<file path="src/rtl/fib_req_scheduler.sv">
// Round-robin scheduler sharing one Fibonacci adder between NUM_REQ requesters.
// Returns F(n) (F0=F1=1) tagged with requester id and a sticky overflow flag.
module fib_req_scheduler #(
    parameter int unsigned NUM_REQ    = 4,
    parameter int unsigned DATA_WIDTH = 32,
    parameter int unsigned IDX_WIDTH  = 6,
    parameter int unsigned ID_WIDTH   = 2
) (
    input  logic                           clk,
    input  logic                           resetn,
    input  logic [NUM_REQ-1:0]             req_valid,
    input  logic [NUM_REQ*IDX_WIDTH-1:0]   req_index,
    output logic [NUM_REQ-1:0]             req_ready,
    output logic                           rsp_valid,
    input  logic                           rsp_ready,
    output logic [ID_WIDTH-1:0]            rsp_id,
    output logic [DATA_WIDTH-1:0]          rsp_data,
    output logic                           rsp_overflow,
    output logic                           busy
);

    typedef enum logic [1:0] {
        IDLE = 2'd0,
        CALC = 2'd1,
        DONE = 2'd2
    } state_e;

    state_e                 state_q, state_d;
    logic [ID_WIDTH-1:0]    rr_q, rr_d;
    logic [DATA_WIDTH-1:0]  a_q, a_d, b_q, b_d;
    logic [IDX_WIDTH-1:0]   cnt_q, cnt_d;
    logic                   ovf_q, ovf_d;
    logic                   rsp_valid_q, rsp_valid_d;
    logic [ID_WIDTH-1:0]    rsp_id_q, rsp_id_d;
    logic [DATA_WIDTH-1:0]  rsp_data_q, rsp_data_d;
    logic                   rsp_ovf_q, rsp_ovf_d;

    logic                   grant_vld_c;
    logic [ID_WIDTH-1:0]    grant_id_c;
    logic [NUM_REQ-1:0]     grant_c;
    logic [IDX_WIDTH-1:0]   grant_idx_c;
    logic [DATA_WIDTH:0]    sum_c;

    // First valid requester at or above the rr pointer, wrapping around.
    always_comb begin : arb
        logic [ID_WIDTH:0]   pos;
        logic [ID_WIDTH-1:0] idx;
        grant_vld_c = 1'b0;
        grant_id_c  = '0;
        grant_c     = '0;
        grant_idx_c = '0;
        pos         = '0;
        idx         = '0;
        for (int k = 0; k < NUM_REQ; k++) begin
            pos = {1'b0, rr_q} + (ID_WIDTH+1)'(k);
            if (pos >= (ID_WIDTH+1)'(NUM_REQ)) begin
                pos = pos - (ID_WIDTH+1)'(NUM_REQ);
            end
            idx = ID_WIDTH'(pos);
            if (!grant_vld_c && req_valid[idx]) begin
                grant_vld_c = 1'b1;
                grant_id_c  = idx;
            end
        end
        if (state_q != IDLE || !resetn) begin
            grant_vld_c = 1'b0;
        end
        for (int k = 0; k < NUM_REQ; k++) begin
            if (grant_vld_c && grant_id_c == ID_WIDTH'(k)) begin
                grant_c[k]  = 1'b1;
                grant_idx_c = req_index[k*IDX_WIDTH +: IDX_WIDTH];
            end
        end
    end

    assign sum_c = {1'b0, a_q} + {1'b0, b_q};

    // Next-state and datapath updates.
    always_comb begin
        state_d     = state_q;
        rr_d        = rr_q;
        a_d         = a_q;
        b_d         = b_q;
        cnt_d       = cnt_q;
        ovf_d       = ovf_q;
        rsp_valid_d = rsp_valid_q;
        rsp_id_d    = rsp_id_q;
        rsp_data_d  = rsp_data_q;
        rsp_ovf_d   = rsp_ovf_q;
        case (state_q)
            IDLE: begin
                if (grant_vld_c) begin
                    a_d      = DATA_WIDTH'(1);
                    b_d      = DATA_WIDTH'(1);
                    cnt_d    = grant_idx_c;
                    rsp_id_d = grant_id_c;
                    ovf_d    = 1'b0;
                    rr_d     = (grant_id_c == ID_WIDTH'(NUM_REQ-1)) ? '0
                                                                    : grant_id_c + ID_WIDTH'(1);
                    state_d  = CALC;
                end
            end
            CALC: begin
                if (cnt_q <= IDX_WIDTH'(1)) begin
                    rsp_data_d  = b_q;
                    rsp_ovf_d   = ovf_q;
                    rsp_valid_d = 1'b1;
                    state_d     = DONE;
                end else begin
                    a_d   = b_q;
                    b_d   = sum_c[DATA_WIDTH-1:0];
                    ovf_d = ovf_q | sum_c[DATA_WIDTH];
                    cnt_d = cnt_q - IDX_WIDTH'(1);
                end
            end
            DONE: begin
                if (rsp_ready) begin
                    rsp_valid_d = 1'b0;
                    state_d     = IDLE;
                end
            end
            default: state_d = IDLE;
        endcase
    end

    always_ff @(posedge clk or negedge resetn) begin
        if (!resetn) begin
            state_q     <= IDLE;
            rr_q        <= '0;
            a_q         <= '0;
            b_q         <= '0;
            cnt_q       <= '0;
            ovf_q       <= 1'b0;
            rsp_valid_q <= 1'b0;
            rsp_id_q    <= '0;
            rsp_data_q  <= '0;
            rsp_ovf_q   <= 1'b0;
        end else begin
            state_q     <= state_d;
            rr_q        <= rr_d;
            a_q         <= a_d;
            b_q         <= b_d;
            cnt_q       <= cnt_d;
            ovf_q       <= ovf_d;
            rsp_valid_q <= rsp_valid_d;
            rsp_id_q    <= rsp_id_d;
            rsp_data_q  <= rsp_data_d;
            rsp_ovf_q   <= rsp_ovf_d;
        end
    end

    assign req_ready    = grant_c;
    assign rsp_valid    = rsp_valid_q;
    assign rsp_id       = rsp_id_q;
    assign rsp_data     = rsp_data_q;
    assign rsp_overflow = rsp_ovf_q;
    assign busy         = (state_q != IDLE);

endmodule

</file>
<file path="config.mk">
export PLATFORM = sky130hd
export DESIGN_NAME = fib_req_scheduler
export DESIGN_NICKNAME = d
export VERILOG_FILES = /design/src/rtl/fib_req_scheduler.sv
export SDC_FILE = /design/constraint.sdc
export NUM_CORES = 1
export LEC_CHECK = 0
export BUFFER_PORTS_ARGS = -buffer_cell sky130_fd_sc_hd__buf_2
export CAP_MARGIN = 20
export CORE_ASPECT_RATIO = 0.5
export CORE_MARGIN = 5
export CORE_UTILIZATION = 40
export CTS_CLUSTER_SIZE = 14
export DETAILED_ROUTE_END_ITERATION = 7
export PLACE_DENSITY_LB_ADDON = 0.12
export SLEW_MARGIN = 20
export SYNTH_ARGS = -nofsm -noshare
export SYNTH_HDL_FRONTEND = slang
export SYNTH_SLANG_ARGS = --single-unit
export TNS_END_PERCENT = 1
</file>
<file path="constraint.sdc">
create_clock -name clk -period 3.8 [get_ports clk]
set_input_delay 0 -clock clk [delete_from_list [all_inputs] [get_ports clk]]
set_output_delay 0 -clock clk [all_outputs]
set_load 0.02 [all_outputs]
</file>
== Yosys cells after proc, flatten, opt, wreduce, memory -nomap -nowiden ==
Index checks and enable logic that the tools add are counted.
Storage, ports and cells
  input port bits: 31
  bits in registers: 111
Operators by class
  multiplexer cells: 48
  reduce and logical (&&, ||, !) cells: 22
  equality and inequality tests: 9
  add/subtract/negate cells: 10
  $lt $le $gt $ge: 9
  bitwise gates (word level): 1
Operator list (number)
  $pmux 32 s2: 2
  $mux 32: 3
  $mux 6: 6
  $add 32x32->33: 1
  $mux 2: 12
  $mux 1: 17
  $lt 2x3->1 const B: 4
  $pmux 6 s2: 1
  $ge 3x3->1 const B: 3
  $reduce_and 3->1: 3
  $bmux 1 s2: 4
  $ne 2x2->1 const B: 4
  $sub 2x1->2 const B: 4
  $logic_and 1x1->1: 7
  $add 2x2->3 const B: 2
  $eq 2x2->1 const B: 3
  $le 6x1->1 const B: 1
  $pmux 2 s3: 1
  $reduce_bool 2->1: 3
  $sub 6x1->6 const B: 1
  $eq 2x1->1 const B: 2
  $logic_not 1->1: 4
  $logic_not 2->1: 2
  $pmux 1 s2: 2
  other kinds (6): 7

== Logic depth before layout (Yosys ltp) ==
  depth after elaboration: 22
  mapped depth: 15
  mapped depth without buffers: 15

== Worst setup path before layout ==
OpenSTA, ideal clock, no wires.
  kind: register -> register
  from: register b_q[0]
  to: register b_q[30]
  arrival: 2.276 ns
  cell stages (with the launch flop): 12
  slack: 1.433 ns
  path buffers: 0
  period minus slack after synthesis: 2.367 ns
  setup time: 0.092 ns
  path through: dfrtp_1 ha_1 inv_1 fa_1 nand2b_1 a211oi_1 o21ai_1 a21oi_2 o31a_1 o211ai_2 and3_1 o31ai_2
On the way
  longest elaborated chain between the ends: 3
RTL lines
  from (decl): RTL line 30  | logic [DATA_WIDTH-1:0] a_q, a_d, b_q, b_d;
  from (signal assigned): RTL line 131  | b_q <= '0;
  from (signal assigned): RTL line 142  | b_q <= b_d;
  $add 32x32->33: RTL line 76  | assign sum_c = {1'b0, a_q} + {1'b0, b_q};
  $mux 32: RTL line 104  | if (cnt_q <= IDX_WIDTH'(1)) begin
  $pmux 32 s2: RTL line 90  | case (state_q)
Every way passes these cells. The select of a mux whose other input is x is not followed.
A chain may end at the register's enable or synchronous reset.

== Worst setup path in the final report ==
  from: register b_q[0]
  to: register b_q[18]
Same word-level chain as after synthesis.

==> results.json <==
{
  "dr.first_iter.drc_count": 213,
  "clock_path_buffers": 2,
  "synth_edf_count": 0,
  "final_cell_mix": "111 x dfrtp_1, 99 x nand2_1, 70 x buf_2, 60 x nand3_1, 53 x a21oi_1",
  "route.antenna.remaining_nets": 0,
  "grt_max_degree": 61,
  "finish.cell_count_without_fillers": 954,
  "cp-end-kind": "register",
  "fraction_of_final_layout_cells_with_drive_strength_greater_than_1": 0.2067,
  "die_height_um": 99.69,
  "clock-skew-final_ns": 0.01289,
  "post-layout-total-power_mw": 7.316,
  "maxCapViolations": 0,
  "ys.warnings.count": 0,
  "grt_pass1_vias": 4988,
  "fin_worst_hold_slack_ns": 0.01837,
  "maxClockFrequency_ghz": 0.3666,
  "detail_route.wl_per_cell_um": 16.14,
  "synth_top_family_by_area": "compound AO/OA/AOI/OAI gates",
  "finalHoldViolCount": 0,
  "synth-seq-cells": 111,
  "synth-compound-area-share": 0.1839,
  "yosysTopAreaCellShare": 0.4317,
  "synth_fa_ha_area_frac": 0.07700,
  "pins_over_slew_limit": 0,
  "post_drt_via_cell_ratio": 5.303,
  "fin_crit_sh": 0.7178,
  "drt-total-wl_mm": 15.40,
  "seq_area_frac_synth": 0.4317,
  "synthesized_area_fraction_occupied_by_xor_and_xnor_cells": 0.02994,
  "dpl-instance-area_sq_um": 6940,
  "initial_utilization": 0.4132,
  "antenna_found_initial": 0,
  "fillCellCount": 1543,
  "grt_first_pass_wirelength_mm": 25.67,
  "synthArstFlopShare": 1.000,
  "muxShareOfSynthArea": 0.05775,
  "dr_total_vias": 5059,
  "tritoncts_clock_tree": "done",
  "cts_setup_buffers": 0,
  "timing.final.setup_violations": 0,
  "ys_types": 71,
  "io-pin-count": 72,
  "worst-path-max-fanout": 4,
  "crit_arrival_ns": 2.97,
  "post-route-min-period_ns": 2.728,
  "peakVddDrop_mv": 0.4667,
  "gpl.final_weighted_congestion": 0.7892,
  "netlist_area_sq_um": 6435,
  "fin_nets": 815,
  "synth_simple_gate_area_share": 0.1766,
  "clock-sinks": 111,
  "hp-class": "input pin to register",
  "place.port_buffers": 71,
  "antenna-diode-count": 0,
  "timing.max_slew.rel_slack": 0.4841,
  "unrepaired_setup_endpoints_after_global_routing": "false",
  "start_kind": "register",
  "cellPowerDensity_nw_per_um2": 1004,
  "die_outline_area_sq_um": 18880,
  "cts_inserted_buffers": 9,
  "syn_inst": 680,
  "worst-slew-pin-transition_ns": 0.7739,
  "post_synth.cell_area_avg_sq_um": 9.463,
  "layout.cells.most_common": "dfrtp_1",
  "synthDominantAreaCellType": "dfrtp_1",
  "path_clk_slew_ns": 0.08,
  "post-route-cell-area_sq_um": 7283,
  "place.detailed.hpwl_mm": 10.75,
  "setup_total_negative_slack_ns": 0,
  "globalRouteTotalUtil": 0.1657,
  "synth-main-ff-cell": "dfrtp_1",
  "cts-root-buf": "clkbuf_16",
  "synth.net_count": 750,
  "ctsHtreeMaxLevel": 3,
  "clk-insertion-delay-late_ns": 0.36,
  "status": "complete, no violations",
  "critical_path_required_ns": 4.05,
  "drt_first_pass_iters": 4,
  "worst-setup-path-type": "register to register",
  "placeableCoreArea_sq_um": 15570,
  "post-route-drc-count": 0,
  "postCtsResizedCells": 0,
  "synthToLayoutAreaGrowth_pct": 13.18,
  "grt_remaining_overflow": 0,
  "die_width_um": 189.4,
  "place_inst": 932,
  "rows": 32,
  "power.leakage_nw": 3.507,
  "yosys-top-cells-area": "dfrtp_1 43%, ha_1 7.4%, mux2_2 5.8%, nand2_1 5.8%, nand3_1 4.7%"
}
-- report_power, final --
part	leakage [nW]	switching, mW	total [mW]	internal (mW)
logic	1.97	2.59	4.24	1.65
registers	1.40	0.404	2.15	1.75
clock network	0.139	0.459	0.927	0.468
total	3.51	3.45	7.32	3.87
-- final timing paths --
| path | from | slack (ns) | depth (start not counted) | to |
|---|---|---|---|---|
| worst min-delay path | req_index[21] | 0.02 | 5 | cnt_q[3] |
| worst max register to register | b_q[0] | 1.07 | 11 | b_q[18] |
| worst min register to register | rsp_id[0] | 0.49 | 2 | rsp_id[0] |
| worst max-delay path | b_q[0] | 1.07 | 11 | b_q[18] |
| min in group asynchronous | resetn | 0.39 | 3 | a_q[28] |
| max in group asynchronous | resetn | 2.85 | 3 | rsp_overflow |
-- critical path, cell delays in order (launching register included) --
cell	delay [ns]
dfrtp_1	0.39
ha_1	0.22
inv_1	0.07
fa_1	0.39
nand2b_1	0.18
a211oi_1	0.27
o21ai_1	0.15
a21boi_1	0.34
o21bai_1	0.10
a21boi_1	0.19
nor3_1	0.08
o31ai_1	0.23
-- area by class of cell --
cell class / instances / area (sq um) / area share
multi-input combinational: 514 / 3387 / 0.4650
sequential: 111 / 2778 / 0.3814
timing repair buffer: 85 / 490.5 / 0.06734
tap: 204 / 255.2 / 0.03505
clock buffer: 10 / 239.0 / 0.03281
inverter: 24 / 90.09 / 0.01237
clock inverter: 6 / 43.79 / 0.006013
-- sequential cells by signal, summed over array words and instances, names as in the netlist --
register	cells
b_q	32
rsp_valid	1
state_q	2
a_q	32
rr_q	2
rsp_data	32
ovf_q	1
rsp_overflow	1
cnt_q	6
rsp_id	2
-- per-stage QoR --
stage | setup slack (ns) | util
after floorplan | 1.433 | -
after global placement | 1.209 | 0.4456
after detailed placement | 1.129 | 0.4456
after CTS | 1.058 | 0.4676
after global routing | 0.8596 | 0.4676
final | 1.072 | 0.4676
-- metal layers --
layer  part of all wire  GRT usage  routed length, um
met2               0.43     0.2631               6651
met3              0.033    0.03576                504
met4             0.0070    0.02833                108
met1               0.53     0.2379               8129
met5                  0          0                  0
-- what timing repair did --
action | in CTS | in global routing
hold buffers | 6 | 0
endpoints found under the hold margin | 117 | 0
endpoints found under the setup margin | 0 | 0
-- synth_stat cells, drive strengths merged (6+ instances only) --
library cell,n
nand3,61
nor2,35
ha,38
xor2,12
a21o,11
clkbuf,14
buf,17
a21oi,56
o21bai,6
nor3,6
o31ai,8
inv,24
dfrtp,111
a22oi,7
xnor2,10
o21ai,56
mux2,33
nand2,100
a211oi,7
-- logic make-up (layout without fill, tap and decap cells) --
| kind of cell | count (synthesis) | count (layout) |
|---|---|---|
| AO/OA/AOI/OAI | 181 | 181 |
| XOR/XNOR | 22 | 22 |
| adder cells (fa/ha/maj) | 39 | 39 |
| buffers and inverters | 55 | 125 |
| flip-flops | 111 | 111 |
| multiplexers | 33 | 33 |
| AND/OR/NAND/NOR | 239 | 239 |
No activity file was read; power rests on OpenSTA's default activity.
